File: config.mk
export PLATFORM = sky130hd
export DESIGN_NAME = vending_arbiter
export DESIGN_NICKNAME = d
export VERILOG_FILES = /design/src/rtl/vending_arbiter.sv
export SDC_FILE = /design/constraint.sdc
export NUM_CORES = 1
export LEC_CHECK = 0
export CORE_UTILIZATION = 47
export CTS_CLUSTER_SIZE = 20
export DETAILED_ROUTE_END_ITERATION = 6
export GPL_TIMING_DRIVEN = 0
export MAX_ROUTING_LAYER = met4
export PLACE_DENSITY = 0.82
export SETUP_SLACK_MARGIN = 0.3
export SKIP_LAST_GASP = 1
export SYNTH_ARGS = -nofsm -noshare
export SYNTH_HDL_FRONTEND = slang
export SYNTH_SLANG_ARGS = --single-unit
File: constraint.sdc
create_clock -name clk -period 7.2 [get_ports clk]
set_clock_uncertainty 0.15 [all_clocks]
set_input_delay 1.08 -clock clk [delete_from_list [all_inputs] [get_ports clk]]
set_output_delay 1.08 -clock clk [all_outputs]
set_load 0.02 [all_outputs]
File: src/rtl/vending_arbiter.sv
// Round-robin front end sharing one mini_vending datapath between N_REQ requesters.
// Optional macro VEND_CHK_EN adds a change-consistency checker (chk_err, chk_cnt).
module vending_arbiter #(
  parameter int unsigned N_REQ   = 4,
  parameter int unsigned DW      = 6,
  parameter int unsigned TIMEOUT = 4
) (
  input  logic                clk,
  input  logic                rst,
  input  logic [N_REQ-1:0]    req,
  input  logic [N_REQ*DW-1:0] money_in,
  input  logic [N_REQ*DW-1:0] bev_in,
  output logic [N_REQ-1:0]    gnt,
  output logic [N_REQ-1:0]    done,
  output logic [DW-1:0]       change_out,
  output logic                err,
  output logic                vm_en,
  output logic [DW-1:0]       vm_money,
  output logic [DW-1:0]       vm_beverage,
  input  logic [DW-1:0]       vm_change,
  input  logic                vm_finish
`ifdef VEND_CHK_EN
  ,
  output logic                chk_err,
  output logic [DW-1:0]       chk_cnt
`endif
);
  localparam int unsigned PW = (N_REQ > 1) ? $clog2(N_REQ) : 1;
  localparam int unsigned CW = $clog2(TIMEOUT + 1);

  typedef enum logic [2:0] {IDLE, LOAD, BEV, WAIT, DONE} state_t;

  state_t           state, state_d;
  logic [PW-1:0]    rr_ptr, rr_ptr_d;
  logic [CW-1:0]    cnt, cnt_d;
  logic [DW-1:0]    money_q, money_d;
  logic [DW-1:0]    bev_q, bev_d;
  logic [N_REQ-1:0] gnt_d, done_d;
  logic [DW-1:0]    change_d, vm_money_d, vm_bev_d;
  logic             err_d, vm_en_d;
`ifdef VEND_CHK_EN
  logic             chk_err_d;
  logic [DW-1:0]    chk_cnt_d;
`endif

  logic [N_REQ-1:0] cand;
  logic             pick_vld;
  logic [PW-1:0]    pick;
  logic [PW-1:0]    pick_next;
  logic [N_REQ-1:0] pick_oh;
  logic [DW-1:0]    pick_money, pick_bev;
  int unsigned      scan;

  // Round-robin scan from rr_ptr; in DONE the finishing requester is masked as its req may still be high.
  always_comb begin
    cand     = (state == DONE) ? (req & ~gnt) : req;
    pick_vld = 1'b0;
    pick     = '0;
    scan     = 0;
    for (int unsigned i = 0; i < N_REQ; i++) begin
      scan = 32'(rr_ptr) + i;
      if (scan >= N_REQ) scan = scan - N_REQ;
      if (!pick_vld && cand[PW'(scan)]) begin
        pick_vld = 1'b1;
        pick     = PW'(scan);
      end
    end
    pick_oh    = N_REQ'(1) << pick;
    pick_money = money_in[32'(pick)*DW +: DW];
    pick_bev   = bev_in[32'(pick)*DW +: DW];
    pick_next  = (32'(pick) == N_REQ - 1) ? '0 : PW'(32'(pick) + 1);
  end

  // Next state and next registered outputs; DONE arbitrates directly to keep 4 cycles per transaction.
  always_comb begin
    state_d    = state;
    rr_ptr_d   = rr_ptr;
    cnt_d      = cnt;
    money_d    = money_q;
    bev_d      = bev_q;
    gnt_d      = gnt;
    done_d     = '0;
    change_d   = '0;
    err_d      = 1'b0;
    vm_en_d    = 1'b0;
    vm_money_d = '0;
    vm_bev_d   = '0;
`ifdef VEND_CHK_EN
    chk_err_d  = 1'b0;
    chk_cnt_d  = chk_cnt;
`endif
    case (state)
      IDLE, DONE: begin
        state_d = IDLE;
        gnt_d   = '0;
        if (pick_vld) begin
          gnt_d    = pick_oh;
          rr_ptr_d = pick_next;
          money_d  = pick_money;
          bev_d    = pick_bev;
          if (pick_bev > pick_money) begin
            state_d  = DONE;
            done_d   = pick_oh;
            change_d = pick_money;
            err_d    = 1'b1;
          end else begin
            state_d    = LOAD;
            vm_en_d    = 1'b1;
            vm_money_d = pick_money;
          end
        end
      end
      LOAD: begin
        vm_bev_d = bev_q;
        state_d  = BEV;
      end
      BEV: begin
        cnt_d   = '0;
        state_d = WAIT;
      end
      WAIT: begin
        if (vm_finish) begin
          state_d  = DONE;
          done_d   = gnt;
          change_d = vm_change;
`ifdef VEND_CHK_EN
          if (vm_change != DW'(money_q - bev_q)) begin
            chk_err_d = 1'b1;
            if (chk_cnt != '1) chk_cnt_d = chk_cnt + DW'(1);
          end
`endif
        end else begin
          cnt_d = cnt + CW'(1);
          if (cnt == CW'(TIMEOUT - 1)) begin
            state_d = DONE;
            done_d  = gnt;
            err_d   = 1'b1;
          end
        end
      end
      default: state_d = IDLE;
    endcase
  end

  always_ff @(posedge clk) begin
    if (!rst) begin
      state       <= IDLE;
      rr_ptr      <= '0;
      cnt         <= '0;
      money_q     <= '0;
      bev_q       <= '0;
      gnt         <= '0;
      done        <= '0;
      change_out  <= '0;
      err         <= 1'b0;
      vm_en       <= 1'b0;
      vm_money    <= '0;
      vm_beverage <= '0;
`ifdef VEND_CHK_EN
      chk_err     <= 1'b0;
      chk_cnt     <= '0;
`endif
    end else begin
      state       <= state_d;
      rr_ptr      <= rr_ptr_d;
      cnt         <= cnt_d;
      money_q     <= money_d;
      bev_q       <= bev_d;
      gnt         <= gnt_d;
      done        <= done_d;
      change_out  <= change_d;
      err         <= err_d;
      vm_en       <= vm_en_d;
      vm_money    <= vm_money_d;
      vm_beverage <= vm_bev_d;
`ifdef VEND_CHK_EN
      chk_err     <= chk_err_d;
      chk_cnt     <= chk_cnt_d;
`endif
    end
  end

endmodule

==> results of run 1 <==
## cell usage after synthesis, drive strengths merged
master	number
nand3b	8
a211oi	4
o32ai	2
buf	10
inv	6
a31oi	7
o211ai	2
nor2b	4
clkbuf	5
nor4b	1
o21a	1
a311oi	1
nor2	34
and3	2
a2111oi	1
nand4	1
nand2b	1
dfxtp	42
nand2	25
mux2i	28
a21oi	6
or2	1
a22oi	10
and2	8
nor3b	1
a21boi	1
o22ai	3
and4bb	2
ha	12
mux2	6
a31o	4
a2bb2oi	1
nand4bb	3
nand4b	1
or3b	7
## kinds of logic after synthesis
family,Yosys count,share of synthesized area (%)
and+or+nand+nor,99,22.9
AOI/OAI and AO/OA,43,14.2
DFF,42,36.1
muxes,34,14.9
buffers and inverters,21,5.42
adders and majority gates,12,6.44
## state kept, by name, indices dropped and copies added, names as in the netlist
| signal | count |
|---|---|
| bev_q | 6 |
| change_out | 6 |
| cnt | 3 |
| done | 4 |
| err | 1 |
| gnt | 4 |
| rr_ptr | 2 |
| state | 3 |
| vm_beverage | 6 |
| vm_en | 1 |
| vm_money | 6 |
## metrics by stage
stage,util [%],hold slack [ns],cell area [um2]
2_1_floorplan,-,0.280,2330
3_3_place_gp,69.3,0.285,3290
3_5_place_dp,69.3,0.289,3290
4_1_cts,71.1,0.313,3380
5_1_grt,71.1,0.330,3380
6_report,71.1,0.310,3380
## area by class of cell
class	count	area share [%]
flip-flops and latches	42	24.9
inverters	6	0.666
well taps	67	2.48
clock inverters	2	0.407
plain buffers	15	3.07
clock buffers	6	2.15
multi-input cells	188	40.3
repair buffers	88	26.1
## path summary, 6_finish.rpt
| check | startpoint | end | slack (ns) | depth (start not counted) |
|---|---|---|---|---|
| setup / recovery | req[0] | change_out[4] | 2.45 | 17 |
| hold / removal | bev_q[2] | vm_beverage[2] | 0.31 | 1 |
| setup reg to reg | state[1] | change_out[4] | 3.05 | 16 |
| hold reg to reg | bev_q[2] | vm_beverage[2] | 0.31 | 1 |
## layout by cell type (no fill, tap or decap), drive strengths merged, types with 7 or more instances in the layout
master / instances
nand3b: 8
nor2: 34
dfxtp: 42
clkdlybuf4s50: 88
a22oi: 10
mux2i: 28
and2: 8
or3b: 7
clkbuf: 11
buf: 10
nand2: 25
ha: 12
a31oi: 7
## power by group through the flow
stage / clock network, mW / registers (mW) / logic [mW]
2_1_floorplan: 0 / 0.382 / 0.420
3_3_place_gp: 0 / 0.337 / 0.677
3_5_place_dp: 0 / 0.338 / 0.688
4_1_cts: 0.152 / 0.333 / 0.691
5_1_grt: 0.161 / 0.342 / 0.752
6_report: 0.149 / 0.333 / 0.692
## routing by layer
| layer | vias up | track usage (%) | wire length, um |
|---|---|---|---|
| met1 | 1018 | 28.3 | 2630 |
| met5 | - | - | 0 |
| met3 | 7 | 4.44 | 407 |
| met4 | 0 | 7.41 | 93 |
| li1 | 1085 | - | - |
| met2 | 87 | 40.8 | 2870 |
==> results.yml, run 1 <==
setup_path:
  worstPathArrival_ns: 4.81
  critical_path.most_common_cell: "buf_6"
  cpMaxStageDelayCell: "clkdlybuf4s50_1"
  max_stage_delay_ns: 0.51
  startpoint_type: "input pin"
  path_class: "in -> reg"
  path_delay_family: "buffers and inverters"
  path_cells: "clkdlybuf4s50_1 -> or3b_2 -> o32ai_1 -> a311oi_2 -> buf_6 -> buf_6 -> mux2i_1 -> mux2_2 -> ha_1 -> nor2b_1 -> o211ai_1 -> nand4b_1 -> and3_1 -> clkbuf_1 -> buf_2 -> nand3b_1 -> a31oi_1"
  required_ns: 7.26
  end_kind: "flop"
  crit_fanout: 11
  path_buf_inv: 5
placed_design:
  preCtsSetupSlack_ns: 2.16
  dp_hpwl_mm: 4.74
  globalplace.congestion: 0.877
  port_buffers: 88
  placed_cells: 406
drt:
  viasPerCell: 5.31
  drt_iter0_markers: 134
  vias: 2197
  ant_nets: 0
  drt_wl_total_mm: 6.00
  wl_per_cell_um: 14.5
  drt_pass1_iterations: 4
  drc: 0
sta:
  finalWorstSetupSlack_ns: 2.45
  final_max_slew_viol_count: 0
  rsz0062_at_grt: "no"
  min_period_ns: 4.75
  period_share_pct: 66.0
  finalSetupViolCount: 0
  final-hold-violation-count: 0
  fmax_ghz: 0.210
  fin_setup_tns_ns: 0
  slew_headroom_pct: 36.4
  tightestPinTransition_ns: 0.941
clocking:
  post-cts-setup-buffer-count: 0
  cts_tree: "yes"
  cts.sinks: 42
  numCtsBuffers: 5
  root_buffer: "clkbuf_8"
  postCtsHoldBufs: 0
  clkTransAtPathRegs_ns: 0.08
  clockBufferDepth: 2
  cts.repair.resized: 0
  htree_levels: 2
  insertion_delay_ns: 0.29
yosys:
  yosys_register_bits: 42
  synth.distinct_cells: 43
  yosysWarnings: 0
  yosys.area.top_type: "dfxtp_1"
  syn_area_um2: 2330
  syn_nets: 324
  syn_inst: 251
  avgSynthCellArea_um2: 9.28
  yosysTopAreaCellShare_pct: 36.1
  synth_area_leaders: "dfxtp_1 (36%), mux2i_1 (12%), ha_1 (6.4%)"
  ys_seq_area_share_pct: 36.1
final_layout:
  synthToLayoutAreaGrowth_pct: 45.1
  antenna_cells: 0
  finish.net_count: 419
  layoutNonFillerInstCount: 414
  final-seq-area_um2: 841
  multi_input_area_um2: 1360
  fillerInstances: 404
  layout-drive-gt1-share_pct: 8.65
global_routing:
  grt_max_degree: 14
  antenna_found_initial: 0
  grt_pass1_wl_mm: 9.36
  track_usage_pct: 23.9
  grt-ovfl-total: 0
  grt_pass1_vias: 2016
power_and_ir_drop:
  ir_drop_mv: 0.248
  p_leak_nw: 1.30
  switchingPower_mw: 0.486
  p_seq_share_pct: 28.4
  cellPowerDensity_nw_per_um2: 347
  power_mw: 1.17
  clockPowerShare_pct: 12.7
  p_int_mw: 0.688
  netSwitchingFraction_pct: 41.4
  pwr-share-comb_pct: 59.0
floorplanning:
  die_x_um: 72.4
  rows: 25
  die_h_um: 72.4
  coreArea_um2: 4750
  start_util_pct: 49.0
  die_area_um2: 5240
  io_pins: 89
job:
  drv_cap: 0
min_path:
  hold_class: "reg -> reg"
outcome:
  outcome: "finished, final reports clean"
Power figures use the tool's default switching activity.
==> run 2, diff against run 1 <==
--- a/config.mk
+++ b/config.mk
@@ -5,12 +5,12 @@
 export SDC_FILE = /design/constraint.sdc
 export NUM_CORES = 1
 export LEC_CHECK = 0
-export CORE_UTILIZATION = 47
+export CORE_UTILIZATION = 44
 export CTS_CLUSTER_SIZE = 20
 export DETAILED_ROUTE_END_ITERATION = 6
 export GPL_TIMING_DRIVEN = 0
 export MAX_ROUTING_LAYER = met4
-export PLACE_DENSITY = 0.82
+export PLACE_DENSITY = 0.77
 export SETUP_SLACK_MARGIN = 0.3
 export SKIP_LAST_GASP = 1
 export SYNTH_ARGS = -nofsm -noshare
==> constraint.sdc (replaced) <==
create_clock -name clk -period 4.5 [get_ports clk]
set_clock_uncertainty 0.15 [all_clocks]
set_input_delay 0.675 -clock clk [delete_from_list [all_inputs] [get_ports clk]]
set_output_delay 0.675 -clock clk [all_outputs]
set_load 0.02 [all_outputs]
==> run 2 against run 1 <==
Against the previous run: register-to-register slack got worse by 2.4 ns; power rose by 68%; critical path depth did not move; largest power group unchanged.
==> results.yml, run 2 (synthesis results as in run 1) <==
global_routing:
  globalRoute.busiestLayer: "met2"
  grt_pass1_wl_mm: 9.38
  use_met2_pct: 39.3
  track_usage_pct: 23.1
  grt_pass1_vias: 1973
  grt-ovfl-total: 0
  antenna_found_initial: 0
  use_met3_pct: 3.61
  grt_max_degree: 14
  use_met1_pct: 28.3
drt:
  drt_wl_total_mm: 6.13
  viasPerCell: 5.22
  drt_pass1_iterations: 4
  drt_iter0_markers: 99
  ant_nets: 0
  wl_per_cell_um: 14.7
  drc: 0
  vias: 2184
sta:
  tightestPinTransition_ns: 0.911
  period_share_pct: 87.2
  finalSetupViolCount: 0
  fmax_ghz: 0.255
  final-hold-violation-count: 0
  rsz0062_at_grt: "no"
  finalWorstSetupSlack_ns: 0.577
  final_max_slew_viol_count: 0
  min_period_ns: 3.92
  slew_headroom_pct: 38.4
final_layout:
  design_area_um2: 3440
  layoutNonFillerInstCount: 418
  final_cell_mix: "clkdlybuf4s50_1 (87), dfxtp_1 (42), nor2_1 (34)"
  layout_commonest_cell: "clkdlybuf4s50_1"
  finish.net_count: 420
  antenna_cells: 0
  synthToLayoutAreaGrowth_pct: 47.6
  post-route-util_pct: 67.3
  layout-drive-gt1-share_pct: 9.77
clocking:
  cts_tree: "yes"
  clockBufferDepth: 2
  cts.sinks: 42
  clkTransAtPathRegs_ns: 0.08
  numCtsBuffers: 5
  htree_levels: 2
  root_buffer: "clkbuf_8"
  postCtsHoldBufs: 0
  insertion_delay_ns: 0.30
placed_design:
  preCtsSetupSlack_ns: -0.144
  globalplace.congestion: 0.878
  postPlaceCellArea_um2: 3300
  dp_hpwl_mm: 4.80
  placed_cells: 409
  port_buffers: 88
power_and_ir_drop:
  ir_drop_mv: 0.423
  power_mw: 1.97
  p_leak_nw: 1.32
  cellPowerDensity_nw_per_um2: 572
setup_path:
  rrSetupSlack_ns: 0.65
  path_cells: "clkdlybuf4s50_1 -> inv_1 -> o22ai_1 -> a311oi_2 -> buf_6 -> buf_6 -> mux2i_1 -> mux2_2 -> ha_1 -> nor2b_1 -> o211ai_1 -> nand4b_1 -> and3_1 -> buf_2 -> buf_6 -> a22oi_1 -> nor2_1"
  crit_fanout: 11
  startpoint_type: "input pin"
  reg2reg_to: "done[1]"
  end_kind: "flop"
  path_class: "in -> reg"
  worstPathArrival_ns: 3.95
  r2r_cells: 17
  cpMaxStageDelayCell: "clkdlybuf4s50_1"
  r2r-start: "state[0]"
  max_stage_delay_ns: 0.39
  required_ns: 4.53
  critical_path.most_common_cell: "buf_6"
min_path:
  hp-start: "bev_q[0]"
  hold-path-endpoint: "vm_beverage[0]"
  hold_class: "reg -> reg"
  holdPathStages: 1
floorplanning:
  die_x_um: 74.8
  die_h_um: 74.8
  die_area_um2: 5590
  rows: 26
  coreArea_um2: 5110
  io_pins: 89
  start_util_pct: 45.6
outcome:
  outcome: "finished, final reports clean"
job:
  drv_cap: 0
-- run 2: changes by cell type in the layout (fill, tap and decap cells not counted) --
cell	before	now
a22oi_1	10	9
a22oi_2	0	1
buf_4	1	2
buf_6	3	4
bufinv_16	0	1
clkbuf_1	6	5
clkdlybuf4s50_1	88	87
clkinv_2	1	0
clkinv_4	1	0
clkinvlp_4	0	1
dlymetal6s2s_1	0	1
o32ai_1	2	1
o32ai_2	0	1
-- run 2: stage by stage --
step                hold WS (ns)  setup TNS (ns)
finish                     0.306               0
global route               0.331               0
CTS                        0.308               0
detailed placement         0.289          -0.985
global placement           0.284          -0.375
floorplan                  0.280               0
-- run 2: area by class of cell --
class / count / area (um2)
Inverter: 6 / 22.5
Fill cell: 445 / 1670
Tap cell: 70 / 87.6
Multi-Input combinational cell: 188 / 1380
Sequential cell: 42 / 841
Clock inverter: 2 / 37.5
Timing Repair Buffer: 89 / 891
Buffer: 15 / 111
Clock buffer: 6 / 72.6
-- run 2: power by group --
part / internal (mW) / switching [mW]
Combinational: 0.535 / 0.595
Clock: 0.166 / 0.133
Sequential: 0.477 / 0.0617
Total: 1.18 / 0.790
-- run 2: worst max-delay path: cells and delay by family --
kind                     cells  cell delay [ns]
multiplexers                 2             0.42
AO/OA/AOI/OAI                4             0.78
buffers and inverters        6             1.23
AND/OR/NAND/NOR              4             0.50
adder cells (fa/ha/maj)      1             0.31
-- run 2: how the worst max path moves through the flow --
stage / start / endpoint / slack, ns
6_report: req[1] / done[1] / 0.58
3_5_place_dp: req[1] / done[3] / -0.14
5_1_grt: req[1] / change_out[3] / 0.39
4_1_cts: req[0] / done[3] / 0.31
3_3_place_gp: req[0] / done[3] / -0.08
2_1_floorplan: req[0] / done[0] / 0.85
-- run 2: what timing repair did --
item,CTS,global route
pin swaps,1,0
resized for setup,3,4
endpoints found under the hold margin,0,0
buffers inserted,1,0
endpoints found under the setup margin,11,12
gates cloned,0,0
-- run 2: metal layers --
metal,part of all wire [%],vias up,wire length (um)
met4,1.0,0,61
met2,49,78,2980
met3,6.5,7,397
met1,44,1010,2690
met5,0,-,0
li1,-,1089,-
